===== config.mk =====
export PLATFORM = sky130hd
export DESIGN_NAME = fir_output_scaler
export DESIGN_NICKNAME = d
export VERILOG_FILES = /design/src/rtl/fir_output_scaler.sv
export SDC_FILE = /design/constraint.sdc
export NUM_CORES = 1
export LEC_CHECK = 0
export ABC_CLOCK_PERIOD_IN_PS = 1800
export CORE_MARGIN = 2
export CORE_UTILIZATION = 50
export DETAILED_ROUTE_END_ITERATION = 12
export PLACE_DENSITY = 0.74
export SKIP_CTS_REPAIR_TIMING = 1
export SYNTH_ARGS = -nofsm -noshare
export SYNTH_HDL_FRONTEND = slang
export SYNTH_SLANG_ARGS = --single-unit
export TNS_END_PERCENT = 100

===== constraint.sdc =====
create_clock -name Clk_i -period 1.8 [get_ports Clk_i]
set_input_delay 0.36 -clock Clk_i [delete_from_list [all_inputs] [get_ports Clk_i]]
set_output_delay 0.36 -clock Clk_i [all_outputs]
set_load 0.005 [all_outputs]

===== src/rtl/fir_output_scaler.sv =====
// Output scaler for the symmetric FIR: decimate, round/shift, saturate to OutWidth, buffer in an FWFT FIFO.
// Optional build macro FIR_OUT_CONVERGENT_ROUND_EN selects round-half-to-even instead of round-half-up.
module fir_output_scaler #(
    parameter int InWidth     = 48,
    parameter int OutWidth    = 18,
    parameter int Shift       = 17,
    parameter int DecimFactor = 1,
    parameter int FifoDepth   = 4
) (
    input  logic                           Clk_i,
    input  logic                           Rstn_i,
    input  logic signed [InWidth-1:0]      Data_i,
    input  logic                           DataValid_i,
    output logic signed [OutWidth-1:0]     Data_o,
    output logic                           DataValid_o,
    input  logic                           DataReady_i,
    output logic                           Overflow_o,
    output logic                           Dropped_o,
    input  logic                           ClearFlags_i,
    output logic [$clog2(FifoDepth):0]     FifoLevel_o
);

    localparam int W1       = InWidth + 1;
    localparam int CntW     = (DecimFactor > 1) ? $clog2(DecimFactor) : 1;
    localparam int AW       = $clog2(FifoDepth);
    localparam int LvlW     = AW + 1;
    localparam int RoundAmt = (Shift > 0) ? Shift - 1 : 0;

    localparam logic signed [W1-1:0] One      = {{(W1-1){1'b0}}, 1'b1};
    localparam logic signed [W1-1:0] RoundInc = (Shift > 0) ? (One << RoundAmt) : '0;
    localparam logic signed [W1-1:0] LowMask  = (Shift > 0) ? ((One << Shift) - One) : '0;
    localparam logic signed [W1-1:0] SatMax   = {{(W1-OutWidth+1){1'b0}}, {(OutWidth-1){1'b1}}};
    localparam logic signed [W1-1:0] SatMin   = {{(W1-OutWidth+1){1'b1}}, {(OutWidth-1){1'b0}}};

    // Decimation counter
    logic [CntW-1:0] cnt_q, cnt_d;
    logic            keep;

    assign keep = DataValid_i && (cnt_q == '0);

    always_comb begin
        cnt_d = cnt_q;
        if (DataValid_i) begin
            cnt_d = (cnt_q == CntW'(DecimFactor - 1)) ? '0 : cnt_q + CntW'(1);
        end
    end

    // Stage 1: round and arithmetic shift in InWidth+1 bits so the rounding add never wraps
    logic signed [W1-1:0] data_ext, rounded, shifted;
    logic signed [W1-1:0] s1_d, s1_q;
    logic                 s1_valid_q;

    assign data_ext = {Data_i[InWidth-1], Data_i};
    assign rounded  = data_ext + RoundInc;
    assign shifted  = rounded >>> Shift;

    always_comb begin
        s1_d = shifted;
`ifdef FIR_OUT_CONVERGENT_ROUND_EN
        // An exact tie was rounded up; clearing the LSB lands on the even neighbour.
        if ((Shift > 0) && ((data_ext & LowMask) == RoundInc)) begin
            s1_d = {shifted[W1-1:1], 1'b0};
        end
`endif
    end

    // Stage 2: saturation
    logic                        sat_hi, sat_lo, clamp;
    logic signed [OutWidth-1:0]  s2_d, s2_q;
    logic                        s2_valid_q;

    assign sat_hi = s1_q > SatMax;
    assign sat_lo = s1_q < SatMin;
    assign clamp  = s1_valid_q && (sat_hi || sat_lo);

    always_comb begin
        s2_d = s1_q[OutWidth-1:0];
        if (sat_hi) begin
            s2_d = SatMax[OutWidth-1:0];
        end else if (sat_lo) begin
            s2_d = SatMin[OutWidth-1:0];
        end
    end

    always_ff @(posedge Clk_i or negedge Rstn_i) begin
        if (!Rstn_i) begin
            cnt_q      <= '0;
            s1_q       <= '0;
            s1_valid_q <= 1'b0;
            s2_q       <= '0;
            s2_valid_q <= 1'b0;
        end else begin
            cnt_q      <= cnt_d;
            s1_valid_q <= keep;
            s2_valid_q <= s1_valid_q;
            if (keep) begin
                s1_q <= s1_d;
            end
            if (s1_valid_q) begin
                s2_q <= s2_d;
            end
        end
    end

    // Output FIFO. Handshake: a word transfers on a rising edge where DataValid_o && DataReady_i;
    // DataValid_o depends only on registered state, and Data_o is stable while DataValid_o is high
    // until that transfer. A write to a full FIFO is accepted only if the same edge pops.
    logic signed [OutWidth-1:0] mem_q [FifoDepth];
    logic [AW-1:0]              wr_ptr_q, rd_ptr_q;
    logic [LvlW-1:0]            level_q, level_d;
    logic                       full, pop, wr_en, drop;

    assign full  = (level_q == LvlW'(FifoDepth));
    assign pop   = (level_q != '0) && DataReady_i;
    assign wr_en = s2_valid_q && (!full || pop);
    assign drop  = s2_valid_q && full && !pop;

    always_comb begin
        level_d = level_q;
        if (wr_en && !pop) begin
            level_d = level_q + LvlW'(1);
        end else if (!wr_en && pop) begin
            level_d = level_q - LvlW'(1);
        end
    end

    always_ff @(posedge Clk_i or negedge Rstn_i) begin
        if (!Rstn_i) begin
            for (int i = 0; i < FifoDepth; i++) begin
                mem_q[i] <= '0;
            end
            wr_ptr_q <= '0;
            rd_ptr_q <= '0;
            level_q  <= '0;
        end else begin
            if (wr_en) begin
                mem_q[wr_ptr_q] <= s2_q;
                wr_ptr_q        <= wr_ptr_q + AW'(1);
            end
            if (pop) begin
                rd_ptr_q <= rd_ptr_q + AW'(1);
            end
            level_q <= level_d;
        end
    end

    // Sticky flags: a new event on the same edge as a clear keeps the flag set
    logic ovf_q, ovf_d, drp_q, drp_d;

    assign ovf_d = clamp || (ovf_q && !ClearFlags_i);
    assign drp_d = drop  || (drp_q && !ClearFlags_i);

    always_ff @(posedge Clk_i or negedge Rstn_i) begin
        if (!Rstn_i) begin
            ovf_q <= 1'b0;
            drp_q <= 1'b0;
        end else begin
            ovf_q <= ovf_d;
            drp_q <= drp_d;
        end
    end

    assign Data_o      = mem_q[rd_ptr_q];
    assign DataValid_o = (level_q != '0);
    assign FifoLevel_o = level_q;
    assign Overflow_o  = ovf_q;
    assign Dropped_o   = drp_q;

endmodule


==> results.sh, run 1 <==
export IMPL_synth_seq_cells=133
export IMPL_grt_first_pass_wirelength_mm=23.6
export IMPL_grt_max_degree=49
export IMPL_ys_types=40
export IMPL_switchingPower_uw=4200
export IMPL_p_comb_share_pct=40.4
export IMPL_hpwlAfterDp_mm=9.70
export IMPL_h_tree_depth=4
export IMPL_synth_top_cell_area_share_pct=53.5
export IMPL_synthFlopType="dfrtp_1"
export IMPL_met1_length_mm=6.89
export IMPL_period_minus_slack_ps=2200
export IMPL_num_antenna_cells=0
export IMPL_route_met2_wl_mm=9.56
export IMPL_cp_start_kind="flip-flop"
export IMPL_tns_ps=-7200
export IMPL_drive_gt1_share_pct=41.9
export IMPL_seq_power_share_pct=33.6
export IMPL_firstDrtPassIters=6
export IMPL_coreArea_sq_mm=0.0121
export IMPL_swShare_pct=29.7
export IMPL_cpMaxStageDelayCell="dfrtp_2"
export IMPL_cap_violations=0
export IMPL_fill_cells=729
export IMPL_antenna_found_initial=1
export IMPL_cts_made_buffers=17
export IMPL_slowest_delay_ps=460
export IMPL_netlist_instances=504
export IMPL_antenna_left=0
export IMPL_relSlewSlack_pct=55.5
export IMPL_clkTransAtPathRegs_ps=60
export IMPL_synth_nets=564
export IMPL_nets=725
export IMPL_status="finished with violations"
export IMPL_clkPwrFrac_pct=26.0
export IMPL_io_pins=77
export IMPL_ys_warn_count=0
export IMPL_area_growth_pct=44.7
export IMPL_cts_buffer_depth=2
export IMPL_root_buffer="clkbuf_16"
export IMPL_path_common_cell="buf_6"
export IMPL_finalHoldViolCount=0
export IMPL_synth_area_leader_cell="dfrtp_1"
export IMPL_setup_violations_final=84
export IMPL_critPathTopFamily="buffers and inverters"
export IMPL_critical_path_buf_inv_count=4
export IMPL_leakagePower_uw=0.00429
export IMPL_end_kind="output pin"
export IMPL_grt_pass1_vias=4750
export IMPL_grt_total_usage_pct=22.9
export IMPL_routabilityCongestion=0.848
export IMPL_drtIter0Drc=462
export IMPL_hp_class="input pin to async pin"
export IMPL_path_class="flip-flop to output pin"
export IMPL_worst_slew_pin_slew_ps=659
export IMPL_initial_core_util_pct=51.6
export IMPL_io_buffers=60
export IMPL_p_per_area_mw_per_mm2=1570
export IMPL_netlist_area_sq_mm=0.00622
export IMPL_clock_sinks=133
export IMPL_die_area_sq_mm=0.0133
export IMPL_die_h_um=116
export IMPL_ys_seq_area_share_pct=53.5
export IMPL_num_vias=4897
export IMPL_ys_top_cells_by_area="dfrtp_1 54%, mux2_2 14%, mux4_2 6.5%"
export IMPL_clk_latency_ps=420
export IMPL_drc=0
export IMPL_via_per_inst=5.79
export IMPL_finalMaxSlewViolations=0
export IMPL_fin_cells=846
export IMPL_p_int_uw=9950
export IMPL_num_rows=40
export IMPL_synth_edf_count=0
export IMPL_violations="setup timing"
export IMPL_syn_area_per_cell_sq_um=12.3
export IMPL_peakVddDrop_v=0.000824
export IMPL_worstPathArrival_ps=1840
export IMPL_highest_layer="met5"
export IMPL_worstPathRequired_ps=1440
export IMPL_synth_most_common_cell="dfrtp_1"
export IMPL_skew_ps=6.67
export IMPL_whs_ps=368
export IMPL_drt_wirelength_per_cell_um=20.9
export IMPL_cts_tree="done"
export IMPL_postRouteWirelength_mm=17.7
export IMPL_rsz0062_at_grt="true"
export IMPL_route_met3_wl_um=833
export IMPL_placed_cells=781
export IMPL_die_w_um=116
export IMPL_fmax_mhz=455
export IMPL_path_cells="buf_8 -> buf_12 -> buf_6 -> mux4_2 -> buf_6"
export IMPL_synth_common_cells="133 x dfrtp_1, 75 x mux2_2, 49 x nor2_1"
export IMPL_timing_final_crit_share_pct=122
export IMPL_grt_overflow=0
export IMPL_synth_async_reset_ratio_pct=100
export IMPL_setup_ws_ps=-396
export IMPL_path_max_fanout=4
[layout make-up]
class | count | area [sq um] | share of cell area (%)
Clock inverter | 15 | 208 | 2.31
Multi-Input combinational cell | 320 | 3070 | 34.1
Sequential cell | 133 | 3330 | 37.0
Tap cell | 168 | 210 | 2.34
Clock buffer | 17 | 425 | 4.73
Timing Repair Buffer | 167 | 1660 | 18.4
Inverter | 26 | 97.6 | 1.08
[final timing paths]
| path | from | end | slack (ps) | cells past startpoint |
|---|---|---|---|---|
| min in group Clk_i | DataValid_i | s1_q[1]$_DFFE_PN0P_ | 370 | 2 |
| min | Rstn_i | Overflow_o$_DFF_PN0_ | 370 | 2 |
| max in group asynchronous | Rstn_i | mem_q[46]$_DFFE_PN0P_ | 810 | 3 |
| min reg2reg | mem_q[33]$_DFFE_PN0P_ | mem_q[33]$_DFFE_PN0P_ | 500 | 1 |
| max reg2reg | FifoLevel_o[0]$_DFFE_PN0P_ | FifoLevel_o[2]$_DFFE_PN0P_ | -220 | 9 |
| max | rd_ptr_q[0]$_DFFE_PN0P_ | Data_o[1] | -400 | 5 |
[placed cells by master (no fill, tap or decap), types with 5 or more instances in the layout]
cell type        instances
dfrtp_1                130
buf_4                   70
mux2_4                  68
nor2_1                  49
dlymetal6s2s_1          26
inv_1                   24
buf_6                   21
clkbuf_16               19
mux4_2                  18
o22ai_1                 18
clkbuf_2                16
a31oi_1                 15
a21oi_1                 15
clkdlybuf4s50_1         14
o31ai_1                 13
or4_1                   13
nand2_1                 12
xnor2_1                 12
nand3_1                  9
xor2_1                   9
buf_12                   9
nand4_1                  8
nor4_1                   7
mux2_2                   7
clkinvlp_4               7
buf_8                    7
or4_4                    5
[registers in the layout, indices dropped and copies added, names as in the netlist]
name,count
s2_q,18
s1_valid_q,1
FifoLevel_o,3
wr_ptr_q,2
rd_ptr_q,2
s1_q,32
s2_valid_q,1
Dropped_o,1
mem_q,72
Overflow_o,1
[cell families (layout without fill, tap and decap cells)]
family | count (synthesis) | count (layout) | synth area share (%)
fa+ha+maj | 7 | 7 | 1.53
xor+xnor | 21 | 21 | 2.96
simple gates | 129 | 131 | 11.0
compound gates | 68 | 68 | 6.90
mux | 93 | 93 | 20.1
flops | 133 | 133 | 53.5
buf+inv | 53 | 225 | 3.94
[metal layers]
| metal | track usage [%] | up-vias |
|---|---|---|
| met3 | 4.50 | 36 |
| li1 | - | 2173 |
| met1 | 28.4 | 2512 |
| met4 | 6.02 | 2 |
| met5 | 0 | - |
| met2 | 41.0 | 174 |
[power by group through the flow]
stage               clock [uW]  sequential (uW)  combinational, uW
floorplan                    0             4410               2450
global placement             0             4520               4130
detailed placement           0             4620               4250
CTS                       3660             4610               4320
global route              3840             4840               6040
finish                    3680             4750               5720
[through the flow]
step / utilization (%) / area, sq um / setup slack (ps) / power, uW
floorplan: - / 6290 / -139 / 6860
global placement: 62.7 / 7560 / -638 / 8640
detailed placement: 62.7 / 7560 / -692 / 8870
CTS: 67.9 / 8200 / -650 / 12600
global route: 74.6 / 9000 / -428 / 14700
finish: 74.6 / 9000 / -396 / 14100
(Power assumes the default switching activity.)
==> run 2: changes to the inputs <==
--- a/config.mk
+++ b/config.mk
@@ -9,6 +9,7 @@
 export CORE_MARGIN = 2
 export CORE_UTILIZATION = 50
 export DETAILED_ROUTE_END_ITERATION = 12
+export GPL_TIMING_DRIVEN = 1
 export PLACE_DENSITY = 0.74
 export SKIP_CTS_REPAIR_TIMING = 1
 export SYNTH_ARGS = -nofsm -noshare
==> results of run 2 <==
Same layout as run 1: the final DEF is identical, and so are final timing and power.
